[src/rtl/tft_pattern_gen.sv]
// Animated test-pattern source for tft_driver: colour bars, gradient, checkerboard
// and a bouncing box, with one cycle of pixel latency and per-frame state updates.
module tft_pattern_gen #(
    parameter int H_ACTIVE = 480,
    parameter int V_ACTIVE = 272,
    parameter int BOX_SIZE = 32,
    parameter int BOX_STEP = 2
) (
    input  logic        cclk,
    input  logic        rst,
    input  logic [1:0]  pattern_sel,
    input  logic [9:0]  x,
    input  logic [8:0]  y,
    input  logic        new_frame,
    input  logic        data_ena,
    output logic [7:0]  red,
    output logic [7:0]  green,
    output logic [7:0]  blue,
    output logic [15:0] frame_count,
    output logic [9:0]  box_x,
    output logic [8:0]  box_y
);
    localparam int BAR_W = H_ACTIVE / 8;
    localparam int X_MAX = H_ACTIVE - BOX_SIZE;
    localparam int Y_MAX = V_ACTIVE - BOX_SIZE;

    typedef struct packed {
        logic [7:0] r;
        logic [7:0] g;
        logic [7:0] b;
    } rgb_t;

    logic [1:0]  pat;
    logic        dir_x, dir_y;   // 0 = moving +, 1 = moving -
    logic [2:0]  bar;
    logic        in_box;
    rgb_t        pix;
    logic [10:0] x_inc;
    logic [9:0]  y_inc;
    logic [9:0]  nx;
    logic [8:0]  ny;
    logic        ndx, ndy;

    // Bar index by constant compares; each later match overrides the earlier one.
    always_comb begin
        bar = 3'd0;
        for (int i = 1; i < 8; i++)
            if (x >= 10'(i * BAR_W)) bar = 3'(i);
    end

    assign in_box = ({1'b0, x} >= {1'b0, box_x}) &&
                    ({1'b0, x} <  {1'b0, box_x} + 11'(BOX_SIZE)) &&
                    ({1'b0, y} >= {1'b0, box_y}) &&
                    ({1'b0, y} <  {1'b0, box_y} + 10'(BOX_SIZE));

    always_comb begin
        pix = '0;
        if (data_ena && (x < 10'(H_ACTIVE)) && (y < 9'(V_ACTIVE))) begin
            unique case (pat)
                2'd0: pix = '{r: {8{~bar[1]}}, g: {8{~bar[2]}}, b: {8{~bar[0]}}};
                2'd1: pix = '{r: x[8:1], g: y[8:1], b: frame_count[7:0]};
                2'd2: pix = (x[4] ^ y[4] ^ frame_count[5]) ? 24'hFFFFFF : 24'h000000;
                2'd3: pix = in_box ? 24'hFF0000 : 24'h404040;
            endcase
        end
    end

    // Box stepping with a spare top bit so the increment never wraps.
    always_comb begin
        x_inc = {1'b0, box_x} + 11'(BOX_STEP);
        y_inc = {1'b0, box_y} + 10'(BOX_STEP);
        nx    = box_x;
        ndx   = dir_x;
        ny    = box_y;
        ndy   = dir_y;
        if (!dir_x) begin
            if (x_inc >= 11'(X_MAX)) begin nx = 10'(X_MAX); ndx = 1'b1; end
            else                            nx = x_inc[9:0];
        end else begin
            if (box_x <= 10'(BOX_STEP)) begin nx = '0; ndx = 1'b0; end
            else                               nx = box_x - 10'(BOX_STEP);
        end
        if (!dir_y) begin
            if (y_inc >= 10'(Y_MAX)) begin ny = 9'(Y_MAX); ndy = 1'b1; end
            else                            ny = y_inc[8:0];
        end else begin
            if (box_y <= 9'(BOX_STEP)) begin ny = '0; ndy = 1'b0; end
            else                              ny = box_y - 9'(BOX_STEP);
        end
    end

    always_ff @(posedge cclk) begin
        if (rst) begin
            {red, green, blue} <= '0;
            frame_count        <= '0;
            pat                <= '0;
            box_x              <= '0;
            box_y              <= '0;
            dir_x              <= 1'b0;
            dir_y              <= 1'b0;
        end else begin
            {red, green, blue} <= pix;
            if (new_frame) begin
                frame_count <= frame_count + 16'd1;
                pat         <= pattern_sel;
                box_x       <= nx;
                box_y       <= ny;
                dir_x       <= ndx;
                dir_y       <= ndy;
            end
        end
    end
endmodule

[config.mk]
export PLATFORM = sky130hd
export DESIGN_NAME = tft_pattern_gen
export DESIGN_NICKNAME = d
export VERILOG_FILES = /design/src/rtl/tft_pattern_gen.sv
export SDC_FILE = /design/constraint.sdc
export NUM_CORES = 1
export LEC_CHECK = 0
export ABC_AREA = 1
export CELL_PAD_IN_SITES_DETAIL_PLACEMENT = 1
export CELL_PAD_IN_SITES_GLOBAL_PLACEMENT = 2
export CORE_ASPECT_RATIO = 0.8
export CORE_UTILIZATION = 32
export CTS_BUF_LIST = sky130_fd_sc_hd__clkbuf_4 sky130_fd_sc_hd__clkbuf_8
export CTS_CLUSTER_DIAMETER = 40
export DETAILED_ROUTE_END_ITERATION = 6
export HOLD_SLACK_MARGIN = 0.06
export PLACE_DENSITY = 0.95
export SLEW_MARGIN = 20
export SYNTH_ARGS = -nofsm -noshare
export SYNTH_HDL_FRONTEND = slang
export SYNTH_SLANG_ARGS = --single-unit
export TNS_END_PERCENT = 1
[constraint.sdc]
create_clock -name cclk -period 4.1 [get_ports cclk]
set_clock_uncertainty 0.2 [all_clocks]
set_input_delay 0.82 -clock cclk [delete_from_list [all_inputs] [get_ports cclk]]
set_output_delay 0.82 -clock cclk [all_outputs]
set_load 0.01 [all_outputs]
**Word-level counts from Yosys, hierarchy flattened**

Cells that the tools add are included.

- Eq/ne operators: 3
- Add/subtract/negate cells: 7
- Reduce and logical (&&, ||, !) cells: 7
- Bitwise logic cells: 6
- Muxes and demuxes: 22
- Order comparisons: 17

Operators by type and width:

| cell | count |
|---|---|
| 24-bit case mux with 4 select lines | 1 |
| 24-bit 2-to-1 mux | 2 |
| 10-bit by 8-bit greater-or-equal comparator with 1-bit output (second input constant) | 3 |
| 10-bit by 9-bit greater-or-equal comparator with 1-bit output (second input constant) | 3 |
| 10-bit 2-to-1 mux | 3 |
| 9-bit 2-to-1 mux | 3 |
| 3-bit 2-to-1 mux | 6 |
| 16-bit by 1-bit adder with 16-bit output (second input constant) | 1 |
| 10-bit by 2-bit adder with 11-bit output (second input constant) | 1 |
| 10-bit by 6-bit adder with 11-bit output (second input constant) | 1 |
| 11-bit by 9-bit greater-or-equal comparator with 1-bit output (second input constant) | 1 |
| 10-bit by 11-bit < comparator with 1-bit output | 1 |
| 9-bit by 2-bit adder with 10-bit output (second input constant) | 1 |
| 9-bit by 6-bit adder with 10-bit output (second input constant) | 1 |
| 10-bit greater-or-equal comparator | 1 |
| 10-bit by 6-bit greater-or-equal comparator with 1-bit output (second input constant) | 1 |
| 10-bit by 7-bit greater-or-equal comparator with 1-bit output (second input constant) | 1 |
| 10-bit by 2-bit <= comparator with 1-bit output (second input constant) | 1 |
| 10-bit by 9-bit < comparator with 1-bit output (second input constant) | 1 |
| 9-bit by 10-bit < comparator with 1-bit output | 1 |
| 10-bit by 2-bit subtractor with 10-bit output (second input constant) | 1 |
| 9-bit greater-or-equal comparator | 1 |
| 9-bit by 2-bit <= comparator with 1-bit output (second input constant) | 1 |
| 9-bit < comparator (second input constant) | 1 |
| 9 further kinds | 24 |

- Bits in registers: 63

**Logic depth before layout (Yosys ltp)**

- Depth in word-level cells: 10
- Depth in mapped cells: 16

**Worst setup path before layout**

Ideal clock, no wire load.

- Path type: reg2reg
- Start point: register box_x[5]
- End point: register green[6]
- Cell stages (with the launch flop): 16
- Arrival: 2.051 ns
- Setup slack: 1.740 ns
- Path buffers: 0
- Cells stage by stage: dfxtp_1 > ha_1 > nand2_1 > nor2_1 > xor2_1 > ha_1 > a21oi_1 > nand2_1 > nand2_1 > nand2_1 > nor2_1 > nand2_1 > nand2_1 > nand4_1 > nand2_1 > inv_1

- Cells in the longest elaborated chain, start to end: 7

RTL lines:

| what | RTL line | text |
|---|---|---|
| start, declared | 20 | `output logic [9:0] box_x,` |
| start signal, assigned | 106 | `box_x <= nx;` |
| 10-bit by 6-bit adder with 11-bit output | 52 | `({1'b0, x} < {1'b0, box_x} + 11'(BOX_SIZE)) &&` |
| 10-bit by 11-bit < comparator with 1-bit output | 52 |  |
| 1-bit logical AND (*) | 51 | `assign in_box = ({1'b0, x} >= {1'b0, box_x}) &&` |
| 1-bit logical AND (*) | 52 |  |
| 1-bit logical AND (*) | 53 | `({1'b0, y} >= {1'b0, box_y}) &&` |
| 24-bit 2-to-1 mux (*) | 63 | `2'd3: pix = in_box ? 24'hFF0000 : 24'h404040;` |
| 24-bit case mux with 4 select lines (*) | 59 | `unique case (pat)` |
| end signal, assigned | 102 | `{red, green, blue} <= pix;` |
| end, declared | 17 | `output logic [7:0] green,` |

Every way passes the cells marked *; elsewhere a longest branch is shown, timed or not.
A chain may end at the register's enable or synchronous reset.

**Worst setup path after layout**

- Start point: register box_x[5]
- End point: register blue[6]

- Cells in the longest elaborated chain, start to end: 7

RTL lines:

| what | RTL line | text |
|---|---|---|
| 10-bit by 6-bit adder with 11-bit output | 52 |  |
| 10-bit by 11-bit < comparator with 1-bit output | 52 |  |
| 1-bit logical AND (*) | 51 |  |
| 1-bit logical AND (*) | 52 |  |
| 1-bit logical AND (*) | 53 |  |
| 24-bit 2-to-1 mux (*) | 63 |  |
| 24-bit case mux with 4 select lines (*) | 59 |  |
| end signal, assigned | 102 |  |
| end, declared | 18 | `output logic [7:0] blue,` |

Marked as above.

==> results.cfg <==
[critical_path]
cpMostUsedCell = nand2_1
r2r_setup_slack_ns = 1.25
crit_slowest_cell = dfxtp_1
max_stage_delay_ns = 0.58
worstPathMaxFanout = 9
crit_family = simple AND/OR/NAND/NOR gates
r2r-end = blue[6]
rr_worst_depth = 15
rr_startpoint = box_x[5]
critPathArrivalTime_ns = 2.91
crit_type = register to register
crit_path_start_kind = register
end_kind = register
crit_buf_inv = 1
cp_cell_sequence = ha_1 -> nand2_1 -> nor2_1 -> xor2_1 -> ha_1 -> a21oi_1 -> nand2_1 -> nand2_1 -> nand2_1 -> nor2_1 -> nand2_1 -> nand2_1 -> nand4_1 -> nand2_1 -> inv_1
worstPathRequired_ns = 4.15

[layout]
drive_gt1_frac = 0.0877
antenna_cells = 0
finalNetCount = 775
instances_no_fill = 893
area_growth_pct = 25.9

[detailed_routing]
vias = 4401
ant_nets = 0
drc = 0
routedWlPerCell_um = 15.1
first_pass_iters = 4
wl_um = 13500
drt-initial-drc-count = 180
viasPerCell = 4.93

[floorplanning]
core_area_um2 = 13000
pin_count = 84
dieArea_um2 = 14000
rows = 37
die_x_um = 132
die_h_um = 106
start_util = 0.332

[clock_tree]
cts_max_level = 3
ctsHoldBuffers = 0
clk_pin_slew_ns = 0.07
cts_tree = yes
numClockSinks = 61
post_cts_buffers = 0
cts_resized = 0
cts_inserted_buffers = 9
root_buffer = clkbuf_8
clk_latency_ns = 0.36
ctsLongestPathBuffers = 2

[logic_synthesis]
yosysMostFrequentCell = nand2_1
synth-main-ff-cell = dfxtp_1
ys_seq_area_frac = 0.282
synth_edf_count = 0
syn-mean-instance-area_um2 = 6.79
yosys-top-cells-count = 146 x nand2_1, 81 x inv_1, 61 x dfxtp_1
syn_inst = 637
ys_warn_count = 0
async_flop_share = 0
netlist_area_um2 = 4320
yosysTopAreaCellShare = 0.282
synthTopCellsByArea = dfxtp_1 28%, nand2_1 13%, ha_1 11%
synthDistinctLibCells = 42
ys_ff_latch = 61
yosys.area.top_type = dfxtp_1

[placed_design]
place_congestion = 0.850
dp_slack_ns = 0.956
dp_hpwl_um = 10500
port_buffers = 79
placed_cells = 877

[flow_run]
cap_violations = 0

[sta]
setup_ws_ns = 1.25
hold_ws_ns = 0.290
min_period_ns = 2.85
fmax_ghz = 0.350
tightest_slew_ns = 0.913
finalHoldViolCount = 0
fin_tns_setup_ns = 0
rsz0062_at_grt = false
setup_violations = 0
slew_headroom = 0.391
drv_slew = 0
period_share = 0.696

[grt]
grt_pass1_vias = 4461
gr-total-overflow = 0
antenna_found_initial = 0
grt_max_degree = 29
grt_pass1_wl_um = 22200
track_usage = 0.201

[power_and_ir_drop]
p_leak_nw = 2.40
ir_drop_uv = 139
total_power_mw = 1.58
power-per-cell-area_nw_per_um2 = 291

[hold_path]
holdPathStages = 2
hold_start = frame_count[12]
hold_end = frame_count[12]
min_path_type = register to register

[outcome]
status = finished clean
layer usage:
| layer | track usage | share of wire |
|---|---|---|
| met3 | 0.0420 | 0.040 |
| met5 | 0 | 0 |
| met4 | 0.0648 | 0.012 |
| met2 | 0.333 | 0.46 |
| met1 | 0.261 | 0.49 |
area by class of cell:
type | count | area (um2)
fill | 1667 | 7560
multi-input combinational | 470 | 2680
sequential | 61 | 1220
timing repair buffer | 83 | 821
inverter | 88 | 330
tap | 175 | 219
clock buffer | 10 | 138
clock inverter | 6 | 38.8
state kept, by name, summed over array words and instances, names as in the netlist:
name	count
pat	2
box_x	9
frame_count	16
red	8
box_y	8
blue	8
green	8
dir_x	1
dir_y	1
worst register-to-register path, stage by stage, from the launching register on:
cell	delay, ns
dfxtp_1	0.58
ha_1	0.26
nand2_1	0.08
nor2_1	0.21
xor2_1	0.19
ha_1	0.28
a21oi_1	0.16
nand2_1	0.06
nand2_1	0.07
nand2_1	0.07
nor2_1	0.19
nand2_1	0.08
nand2_1	0.09
nand4_1	0.08
nand2_1	0.10
inv_1	0.04
cell families after synthesis:
kind of cell / share of synthesized area
buffers and inverters: 0.0992
AO/OA/AOI/OAI: 0.144
other: 0.000867
flip-flops: 0.282
XOR/XNOR: 0.0506
adder cells (fa/ha/maj): 0.107
AND/OR/NAND/NOR: 0.316
layout by cell type, fill, tap and decap left out, drive strengths merged:
cell type / count
a31oi: 14
nor3: 12
o21a: 1
nand4: 18
nor3b: 1
xnor2: 3
or3: 1
nor2: 60
nand2b: 1
o41ai: 1
nor4: 3
xor2: 22
conb: 2
ha: 37
clkinvlp: 2
nand2: 153
dfxtp: 61
and3: 1
o21ai: 43
inv: 88
clkdlybuf4s50: 79
nand3: 37
or2: 6
clkbuf: 10
a21o: 2
a211oi: 1
o2111ai: 1
a21oi: 50
clkinv: 4
buf: 4
power by group:
| part | internal (mW) | switching [mW] |
|---|---|---|
| Sequential | 0.616 | 0.0416 |
| Combinational | 0.180 | 0.262 |
| Clock | 0.233 | 0.252 |
| Total | 1.03 | 0.556 |
worst max path at each step:
stage | startpoint | end | slack (ns) | cells after the start
floorplan | box_x[5] | green[6] | 1.74 | 15
global placement | x[4] | red[7] | 1.01 | 12
detailed placement | x[4] | red[1] | 0.96 | 12
CTS | box_x[5] | blue[6] | 1.24 | 15
global route | box_x[5] | red[7] | 0.99 | 14
finish | box_x[5] | blue[6] | 1.25 | 15
per-stage QoR:
stage                      util  instance area (um2)
after floorplan               -                 4330
after global placement    0.405                 5270
after detailed placement  0.405                 5270
after CTS                 0.419                 5450
after global routing      0.419                 5450
final                     0.419                 5450
Note: power is estimated with default switching activity, not from simulation.
